**src/rtl/pipe_hazard_unit_if.sv**
```systemverilog
// pipe_hazard_unit_if: ID/EX hazard-control bundle.
// master = pipeline datapath, slave = pipe_hazard_unit.
interface pipe_hazard_unit_if #(
   parameter int AWIDTH    = 5,
   parameter int NSRC      = 2,
   parameter int FWD_DEPTH = 2
);
   localparam int SELW = $clog2(FWD_DEPTH + 1);

   logic                   i_id_valid;
   logic [NSRC*AWIDTH-1:0] i_id_src;
   logic [NSRC-1:0]        i_id_src_used;
   logic [AWIDTH-1:0]      i_id_rd;
   logic                   i_id_regwr;
   logic                   i_id_load;
   logic                   i_id_mul;
   logic                   i_ex_redirect;

   logic                   o_stall;
   logic                   o_flush_ifid;
   logic                   o_flush_idex;
   logic                   o_ex_hold;
   logic [NSRC*SELW-1:0]   o_fwd_sel;
   logic                   o_mdu_busy;

   modport master (
      output i_id_valid,
      output i_id_src,
      output i_id_src_used,
      output i_id_rd,
      output i_id_regwr,
      output i_id_load,
      output i_id_mul,
      output i_ex_redirect,
      input  o_stall,
      input  o_flush_ifid,
      input  o_flush_idex,
      input  o_ex_hold,
      input  o_fwd_sel,
      input  o_mdu_busy
   );

   modport slave (
      input  i_id_valid,
      input  i_id_src,
      input  i_id_src_used,
      input  i_id_rd,
      input  i_id_regwr,
      input  i_id_load,
      input  i_id_mul,
      input  i_ex_redirect,
      output o_stall,
      output o_flush_ifid,
      output o_flush_idex,
      output o_ex_hold,
      output o_fwd_sel,
      output o_mdu_busy
   );
endinterface

```
**src/rtl/pipe_hazard_unit.sv**
```systemverilog
// pipe_hazard_unit: scoreboard-based forwarding, load-use stall,
// redirect flush; multi-cycle MUL/DIV hold when HAZ_MDU_EN is defined.
module pipe_hazard_unit #(
   parameter int AWIDTH    = 5,
   parameter int NSRC      = 2,
   parameter int FWD_DEPTH = 2,
   parameter int MUL_LAT   = 4
) (
   input logic               d_clk,
   input logic               d_rst,
   pipe_hazard_unit_if.slave hz
);
   localparam int SELW = $clog2(FWD_DEPTH + 1);

   typedef struct packed {
      logic              valid;
      logic              regwr;
      logic              load;
      logic [AWIDTH-1:0] rd;
   } slot_t;

   localparam slot_t BUBBLE = '0;

   slot_t                  slot_q [0:FWD_DEPTH];
   slot_t                  slot0_nxt;
   slot_t                  id_slot;
   logic [NSRC*AWIDTH-1:0] ex_src_q;
   logic [NSRC*AWIDTH-1:0] ex_src_nxt;
   logic [NSRC-1:0]        ex_used_q;
   logic [NSRC-1:0]        ex_used_nxt;

   logic                   run_q;
   logic                   mdu_busy;
   logic                   ex_hold;
   logic                   redirect;
   logic                   lu_hit;
   logic                   load_use;
   logic                   stall;
   logic                   issue;
   logic [NSRC*SELW-1:0]   fwd_sel;

   // Outputs stay quiet until one full cycle after reset release.
   always_ff @(posedge d_clk or negedge d_rst) begin
      if (!d_rst) run_q <= 1'b0;
      else        run_q <= 1'b1;
   end

`ifdef HAZ_MDU_EN
   localparam int CNTW = 4;

   logic [CNTW-1:0] mdu_cnt_q;

   assign mdu_busy = (mdu_cnt_q != '0);

   // Occupancy counter: loads when a MUL/DIV enters EX, counts down.
   always_ff @(posedge d_clk or negedge d_rst) begin
      if (!d_rst)
         mdu_cnt_q <= '0;
      else if (mdu_busy)
         mdu_cnt_q <= mdu_cnt_q - CNTW'(1);
      else if (issue && hz.i_id_mul)
         mdu_cnt_q <= CNTW'(MUL_LAT - 1);
   end
`else
   localparam int unused_lat = MUL_LAT;

   logic unused_mul;

   assign unused_mul = hz.i_id_mul;
   assign mdu_busy   = 1'b0;
`endif

   // A redirect is squashed while a multi-cycle op owns EX.
   assign redirect = run_q & hz.i_ex_redirect & ~mdu_busy;
   assign ex_hold  = run_q & mdu_busy;
   assign stall    = run_q & ~redirect
                   & (load_use | mdu_busy);
   assign issue    = hz.i_id_valid & ~stall & ~redirect;

   assign id_slot = '{
      valid: 1'b1,
      regwr: hz.i_id_regwr,
      load:  hz.i_id_load,
      rd:    hz.i_id_rd
   };

   // Load in EX whose (non-zero) destination is read in ID.
   always_comb begin
      lu_hit = 1'b0;
      for (int n = 0; n < NSRC; n++) begin
         if (hz.i_id_src_used[n] &&
             hz.i_id_src[n*AWIDTH +: AWIDTH] == slot_q[0].rd)
            lu_hit = 1'b1;
      end
      load_use = hz.i_id_valid
               & slot_q[0].valid
               & slot_q[0].load
               & slot_q[0].regwr
               & (slot_q[0].rd != '0)
               & lu_hit;
   end

   // Youngest matching producer behind EX wins; a load one stage
   // behind EX has no data yet, so it is skipped.
   always_comb begin
      fwd_sel = '0;
      for (int n = 0; n < NSRC; n++) begin : g_op
         logic [AWIDTH-1:0] src;
         logic [SELW-1:0]   sel;
         src = ex_src_q[n*AWIDTH +: AWIDTH];
         sel = '0;
         if (ex_used_q[n] && src != '0) begin
            for (int k = FWD_DEPTH; k >= 1; k--) begin
               if (slot_q[k].valid &&
                   slot_q[k].regwr &&
                   slot_q[k].rd == src &&
                   !(k == 1 && slot_q[k].load))
                  sel = SELW'(k);
            end
         end
         fwd_sel[n*SELW +: SELW] = sel;
      end
   end

   // EX slot: keep on hold, take the ID op on issue, else bubble.
   always_comb begin
      slot0_nxt   = BUBBLE;
      ex_src_nxt  = '0;
      ex_used_nxt = '0;
      unique case (1'b1)
         ex_hold: begin
            slot0_nxt   = slot_q[0];
            ex_src_nxt  = ex_src_q;
            ex_used_nxt = ex_used_q;
         end
         issue: begin
            slot0_nxt   = id_slot;
            ex_src_nxt  = hz.i_id_src;
            ex_used_nxt = hz.i_id_src_used;
         end
         default: ;
      endcase
   end

   // Scoreboard shift; a held EX op leaves a bubble behind it.
   always_ff @(posedge d_clk or negedge d_rst) begin
      if (!d_rst) begin
         for (int k = 0; k <= FWD_DEPTH; k++)
            slot_q[k] <= BUBBLE;
         ex_src_q  <= '0;
         ex_used_q <= '0;
      end else begin
         for (int k = FWD_DEPTH; k >= 2; k--)
            slot_q[k] <= slot_q[k-1];
         slot_q[1] <= ex_hold ? BUBBLE : slot_q[0];
         slot_q[0] <= slot0_nxt;
         ex_src_q  <= ex_src_nxt;
         ex_used_q <= ex_used_nxt;
      end
   end

   assign hz.o_stall      = stall;
   assign hz.o_flush_ifid = redirect;
   assign hz.o_flush_idex = redirect;
   assign hz.o_ex_hold    = ex_hold;
   assign hz.o_mdu_busy   = run_q & mdu_busy;
   assign hz.o_fwd_sel    = run_q ? fwd_sel : '0;

endmodule

```
**src/flat_wrapper.sv**
```systemverilog
// flat-port wrapper written by rule: the top's interface ports become plain ports
module pipe_hazard_unit_flat 
#(
   parameter int AWIDTH    = 5,
   parameter int NSRC      = 2,
   parameter int FWD_DEPTH = 2,
   parameter int MUL_LAT   = 4
)
  (d_clk, d_rst, hz_i_id_valid, hz_i_id_src, hz_i_id_src_used, hz_i_id_rd, hz_i_id_regwr, hz_i_id_load, hz_i_id_mul, hz_i_ex_redirect, hz_o_stall, hz_o_flush_ifid, hz_o_flush_idex, hz_o_ex_hold, hz_o_fwd_sel, hz_o_mdu_busy);
  pipe_hazard_unit_if #(.AWIDTH(AWIDTH), .NSRC(NSRC), .FWD_DEPTH(FWD_DEPTH)) hz_i ();
  input logic d_clk;
  input logic d_rst;
  input wire logic [$bits(hz_i.i_id_valid)-1:0] hz_i_id_valid;
  input wire logic [$bits(hz_i.i_id_src)-1:0] hz_i_id_src;
  input wire logic [$bits(hz_i.i_id_src_used)-1:0] hz_i_id_src_used;
  input wire logic [$bits(hz_i.i_id_rd)-1:0] hz_i_id_rd;
  input wire logic [$bits(hz_i.i_id_regwr)-1:0] hz_i_id_regwr;
  input wire logic [$bits(hz_i.i_id_load)-1:0] hz_i_id_load;
  input wire logic [$bits(hz_i.i_id_mul)-1:0] hz_i_id_mul;
  input wire logic [$bits(hz_i.i_ex_redirect)-1:0] hz_i_ex_redirect;
  output wire logic [$bits(hz_i.o_stall)-1:0] hz_o_stall;
  output wire logic [$bits(hz_i.o_flush_ifid)-1:0] hz_o_flush_ifid;
  output wire logic [$bits(hz_i.o_flush_idex)-1:0] hz_o_flush_idex;
  output wire logic [$bits(hz_i.o_ex_hold)-1:0] hz_o_ex_hold;
  output wire logic [$bits(hz_i.o_fwd_sel)-1:0] hz_o_fwd_sel;
  output wire logic [$bits(hz_i.o_mdu_busy)-1:0] hz_o_mdu_busy;
  assign hz_i.i_id_valid = hz_i_id_valid;
  assign hz_i.i_id_src = hz_i_id_src;
  assign hz_i.i_id_src_used = hz_i_id_src_used;
  assign hz_i.i_id_rd = hz_i_id_rd;
  assign hz_i.i_id_regwr = hz_i_id_regwr;
  assign hz_i.i_id_load = hz_i_id_load;
  assign hz_i.i_id_mul = hz_i_id_mul;
  assign hz_i.i_ex_redirect = hz_i_ex_redirect;
  assign hz_o_stall = hz_i.o_stall;
  assign hz_o_flush_ifid = hz_i.o_flush_ifid;
  assign hz_o_flush_idex = hz_i.o_flush_idex;
  assign hz_o_ex_hold = hz_i.o_ex_hold;
  assign hz_o_fwd_sel = hz_i.o_fwd_sel;
  assign hz_o_mdu_busy = hz_i.o_mdu_busy;
  pipe_hazard_unit #(.AWIDTH(AWIDTH), .NSRC(NSRC), .FWD_DEPTH(FWD_DEPTH), .MUL_LAT(MUL_LAT)) u_core (.d_clk(d_clk), .d_rst(d_rst), .hz(hz_i));
endmodule
```
**config.mk**
```make
export PLATFORM = sky130hd
export DESIGN_NAME = pipe_hazard_unit_flat
export DESIGN_NICKNAME = d
export VERILOG_FILES = /design/src/rtl/pipe_hazard_unit_if.sv /design/src/rtl/pipe_hazard_unit.sv /design/src/flat_wrapper.sv
export SDC_FILE = /design/constraint.sdc
export NUM_CORES = 1
export LEC_CHECK = 0
export ABC_AREA = 1
export CAP_MARGIN = 20
export CORE_AREA = 2 2 64 66
export DETAILED_ROUTE_END_ITERATION = 10
export DIE_AREA = 0 0 66 68
export PLACE_DENSITY_LB_ADDON = 0.2
export SLEW_MARGIN = 0
export SYNTH_ARGS = -nofsm -noshare
export SYNTH_HDL_FRONTEND = slang
export SYNTH_SLANG_ARGS = --single-unit
```
**constraint.sdc**
```tcl
create_clock -name d_clk -period 2.6 [get_ports d_clk]
set_input_delay 0.78 -clock d_clk [delete_from_list [all_inputs] [get_ports d_clk]]
set_output_delay 0.78 -clock d_clk [all_outputs]
set_load 0.005 [all_outputs]
```
==> impl_summary.txt <==
----------------------------------------------------
[Die]
  Initial Util ... 43.2%
  Die Height ... about 68 um
  Die boundary width ... 66 um
  Core footprint ... between 0.003 and 0.004 mm^2
  Number of placement rows ... 23
  DIE AREA ... between 0.004 and 0.005 mm^2
  Num ports ... 33

[Logic synthesis]
  Fraction of synthesized cell area taken by the top area cell type ... a little over half
  Sequential cell area fraction in the yosys report ... between 50% and 60%
  Synth Warn # ... 0
  Post-synthesis cell count ... about 200
  Predominant post-synthesis flop cell ... dfrtp_1
  Syn Area/Cell ... between 8 and 9 um^2
  Top cells by count, synth ... 42 x nand2_1, 38 x nor2_1, 36 x dfrtp_1
  Largest cells by area after synthesis ... dfrtp_1 54%, nand2_1 9.5%, nor2_1 8.6%
  Cell with the most instances after synthesis ... nand2_1
  Number of register bits inferred by synthesis ... 36
  Largest area contributor in the synthesized netlist ... dfrtp_1
  Post-synth EDFFs ... 0
  Unique cell type count in the Yosys netlist ... 19
  Proportion of synthesized flip-flops having asynchronous set or reset ... 100%
  Syn Std Cell Area ... 0.00166 mm^2

[Place]
  HPWL after detailed placement ... around 2.3 mm
  Number of I/O port buffers ... 29
  Final Wtd Congestion ... between 0.7 and 0.8

[Setup path]
  First element of the critical path ... hz_i_id_valid
  Cell at the slowest stage of the critical path ... dlygate4sd2_1
  Class of the most critical setup path ... input port to primary output
  Reg2Reg Launch Point ... u_core.slot_q[19]
  Worst reg2reg path depth ... 12
  Capture point of the worst reg-to-reg path ... u_core.ex_used_q[1]
  Worst endpoint data arrival time ... 1.72 ns
  Critical Path Fanout Max ... 2
  Endpoint type of the worst setup path ... primary output
  Crit path cell chain ... dlygate4sd2_1, inv_2, nor3_4, nand3_2, nor2_2, nand2_2, inv_1, clkdlybuf4s15_2
  Highest cell delay on the worst timing path ... around 0.20 ns
  Setup crit start kind ... input port
  Required time of the critical path ... about 1.8 ns
  Internal reg-to-reg setup slack ... around 1.0 ns

[Timing]
  Hold Violations, Final ... 0
  Largest clock skew in the final design ... ~0.0032 ns
  Max Clock Freq ... about 0.40 GHz
  Final worst path period share ... slightly below 100%
  Final number of setup-violating endpoints ... 0
  Setup tns final ... 0 ns
  Post-layout minimum cycle time ... around 2.5 ns
  Number of pins exceeding their max-slew limit in the final report ... 0

[GRT]
  Overflow left after global routing ... 0
  Via count of the first global-routing pass ... between 1000 and 1500
  Overall routing resource usage ... 15.5%
  Initial antenna violation count ... 0
  Wire length of the first global-routing pass ... about 5.1 mm
  Pin count of the biggest net entering global routing ... 37

[Cells and area]
  # fillers ... 376
  Post-synthesis to final-layout area growth ... 33.7%
  Number of antenna repair diodes ... 0
  Layout cells sized above 1 ... around 16%
  Utilization after layout ... roughly 58%
  Final net count ... around 270

[Hold path]
  Endpoint of the worst hold-timing path ... u_core.slot_q[7]
  Worst hold path depth ... 0
  Type of the most critical hold path ... flip-flop to flip-flop
  Hold Crit Start ... u_core.slot_q[15]

[Drt]
  Vias per std cell ... 4.24
  Count of antenna-violating nets left after detailed routing ... 0
  Drc violations ... 0
  Number of detailed-routing iterations run before antenna repair ... 4
  Detailed router's first-iteration violation count ... 33
  Number of vias after detailed routing ... 1269
  Routed len/inst ... between 10 and 15 um
  Wire length reported by the detailed router ... a little over 3 mm

[Power and ir drop]
  Combinational group share of total power ... between 10% and 20%
  Net Switching ... approximately 0.28 mW
  Worst vdd ir ... between 0.0003 and 0.0004 V
  Leak Pwr ... about 1.3 nW
  Cell internal power dissipation ... 0.853 mW
  Flop pwr share ... between 50% and 60%
  Fraction of power spent switching nets ... around a quarter
  Clock power frac ... 31.5%
  Cell Pwr Density ... around 510 mW/mm^2

[Status]
  Status ... finished, final reports clean

[Clock network]
  TritonCTS clock tree ... built
  Number of buffers inserted for hold repair after clock tree synthesis ... 0
  Clock root buffer ... clkbuf_8
  Clock latency reported for the late side of the worst-skew pair ... approximately 0.28 ns
  Maximum clock insertion buffer count ... 2
  Cts bufs inserted ... 5
  Clk pin slew, worst setup/hold paths ... 0.06 ns
  Clk sinks ... 36
  Number of levels the H-tree was split into ... 2

[Job]
  Maximum capacitance violations ... 0

----------------------------------------------------
## cells in the final DEF (no fill, tap or decap), types with 2 or more instances in the layout
cell type and count:
nand2_1 41, nor2_1 36, dfrtp_1 36, inv_1 31, buf_4 17, dlygate4sd2_1 12
clkdlybuf4s50_1 10, xor2_1 9, nand3_1 8, xnor2_1 7, clkbuf_8 5, nor2_2 4
inv_2 3, nor3_1 3, conb_1 3, clkdlybuf4s15_1 3, nand2_2 2, a21oi_1 2
nor3_2 2, nand3b_1 2, dlymetal6s2s_1 2
## stage by stage
stage | std cells | hold WS, ns | total power [mW] | setup slack [ns] | cell area [um^2]
floorplan | 200 | 0.354 | 0.704 | 0.567 | 1670
global placement | 286 | 0.357 | 0.781 | -0.493 | 2080
detailed placement | 286 | 0.359 | 0.783 | -0.490 | 2080
CTS | 296 | 0.374 | 1.14 | 0.0325 | 2160
global route | 299 | 0.384 | 1.20 | -0.00232 | 2220
finish | 299 | 0.374 | 1.13 | 0.103 | 2220
## area by class of cell
cell class / count / area (um^2) / area share, %
flip-flops and latches: 36 / 901 / 40.5
multi-input cells: 125 / 632 / 28.4
repair buffers: 47 / 424 / 19.1
inverters: 34 / 128 / 5.74
clock buffers: 6 / 72.6 / 3.26
well taps: 50 / 62.6 / 2.81
clock inverters: 1 / 5.00 / 0.225
## power by group through the flow
stage | clock network, mW | registers [mW] | logic (mW)
floorplan | 0 | 0.619 | 0.0849
global placement | 0 | 0.625 | 0.156
detailed placement | 0 | 0.626 | 0.157
CTS | 0.369 | 0.615 | 0.155
global route | 0.401 | 0.618 | 0.183
finish | 0.357 | 0.615 | 0.161
## kinds of logic (layout without fill, tap and decap cells)
logic type | count (synthesis) | after routing | synth area share (%)
buffers and inverters | 39 | 88 | 10.4
DFF | 36 | 36 | 54.1
other | 2 | 3 | 0.451
AOI/OAI and AO/OA | 3 | 3 | 0.902
and+or+nand+nor | 103 | 103 | 25.7
xor gates and xnor gates | 16 | 16 | 8.42
## worst max path at each step
stage	endpoint	slack, ns	cells after the start
final	hz_o_stall	0.10	8
after floorplan	hz_o_stall	0.57	6
after detailed placement	hz_o_stall	-0.49	10
after global routing	hz_o_stall	-0.002	10
after CTS	hz_o_fwd_sel[1]	0.03	6
after global placement	hz_o_stall	-0.49	10
## routing by layer
metal / global-route usage, % / share of wire [%] / up-vias / wire [um]
met3: 4.44 / 3.9 / 2 / 119
met1: 20.6 / 47 / 559 / 1450
li1: - / - / 681 / -
met5: 0 / 0 / - / 0
met4: 5.36 / 0.72 / 0 / 22
met2: 24.6 / 48 / 27 / 1490
## sequential cells by signal, summed over array words and instances, names as in the netlist
name              flops
u_core.ex_used_q      2
u_core.ex_src_q      10
u_core.slot_q        23
u_core.run_q          1
## critical path: cells and delay by family
kind / cells / cell delay (ns)
buffers and inverters: 4 / 0.49
AND/OR/NAND/NOR: 4 / 0.44
## timing repair
| action | CTS | global route |
|---|---|---|
| gates resized for setup | 21 | 16 |
| pin swaps | 10 | 13 |
| gates cloned | 0 | 0 |
| endpoints found under the hold margin | 0 | 0 |
| setup endpoints to repair | 5 | 3 |
| buffers inserted | 3 | 3 |
Power figures use the tool's default switching activity.
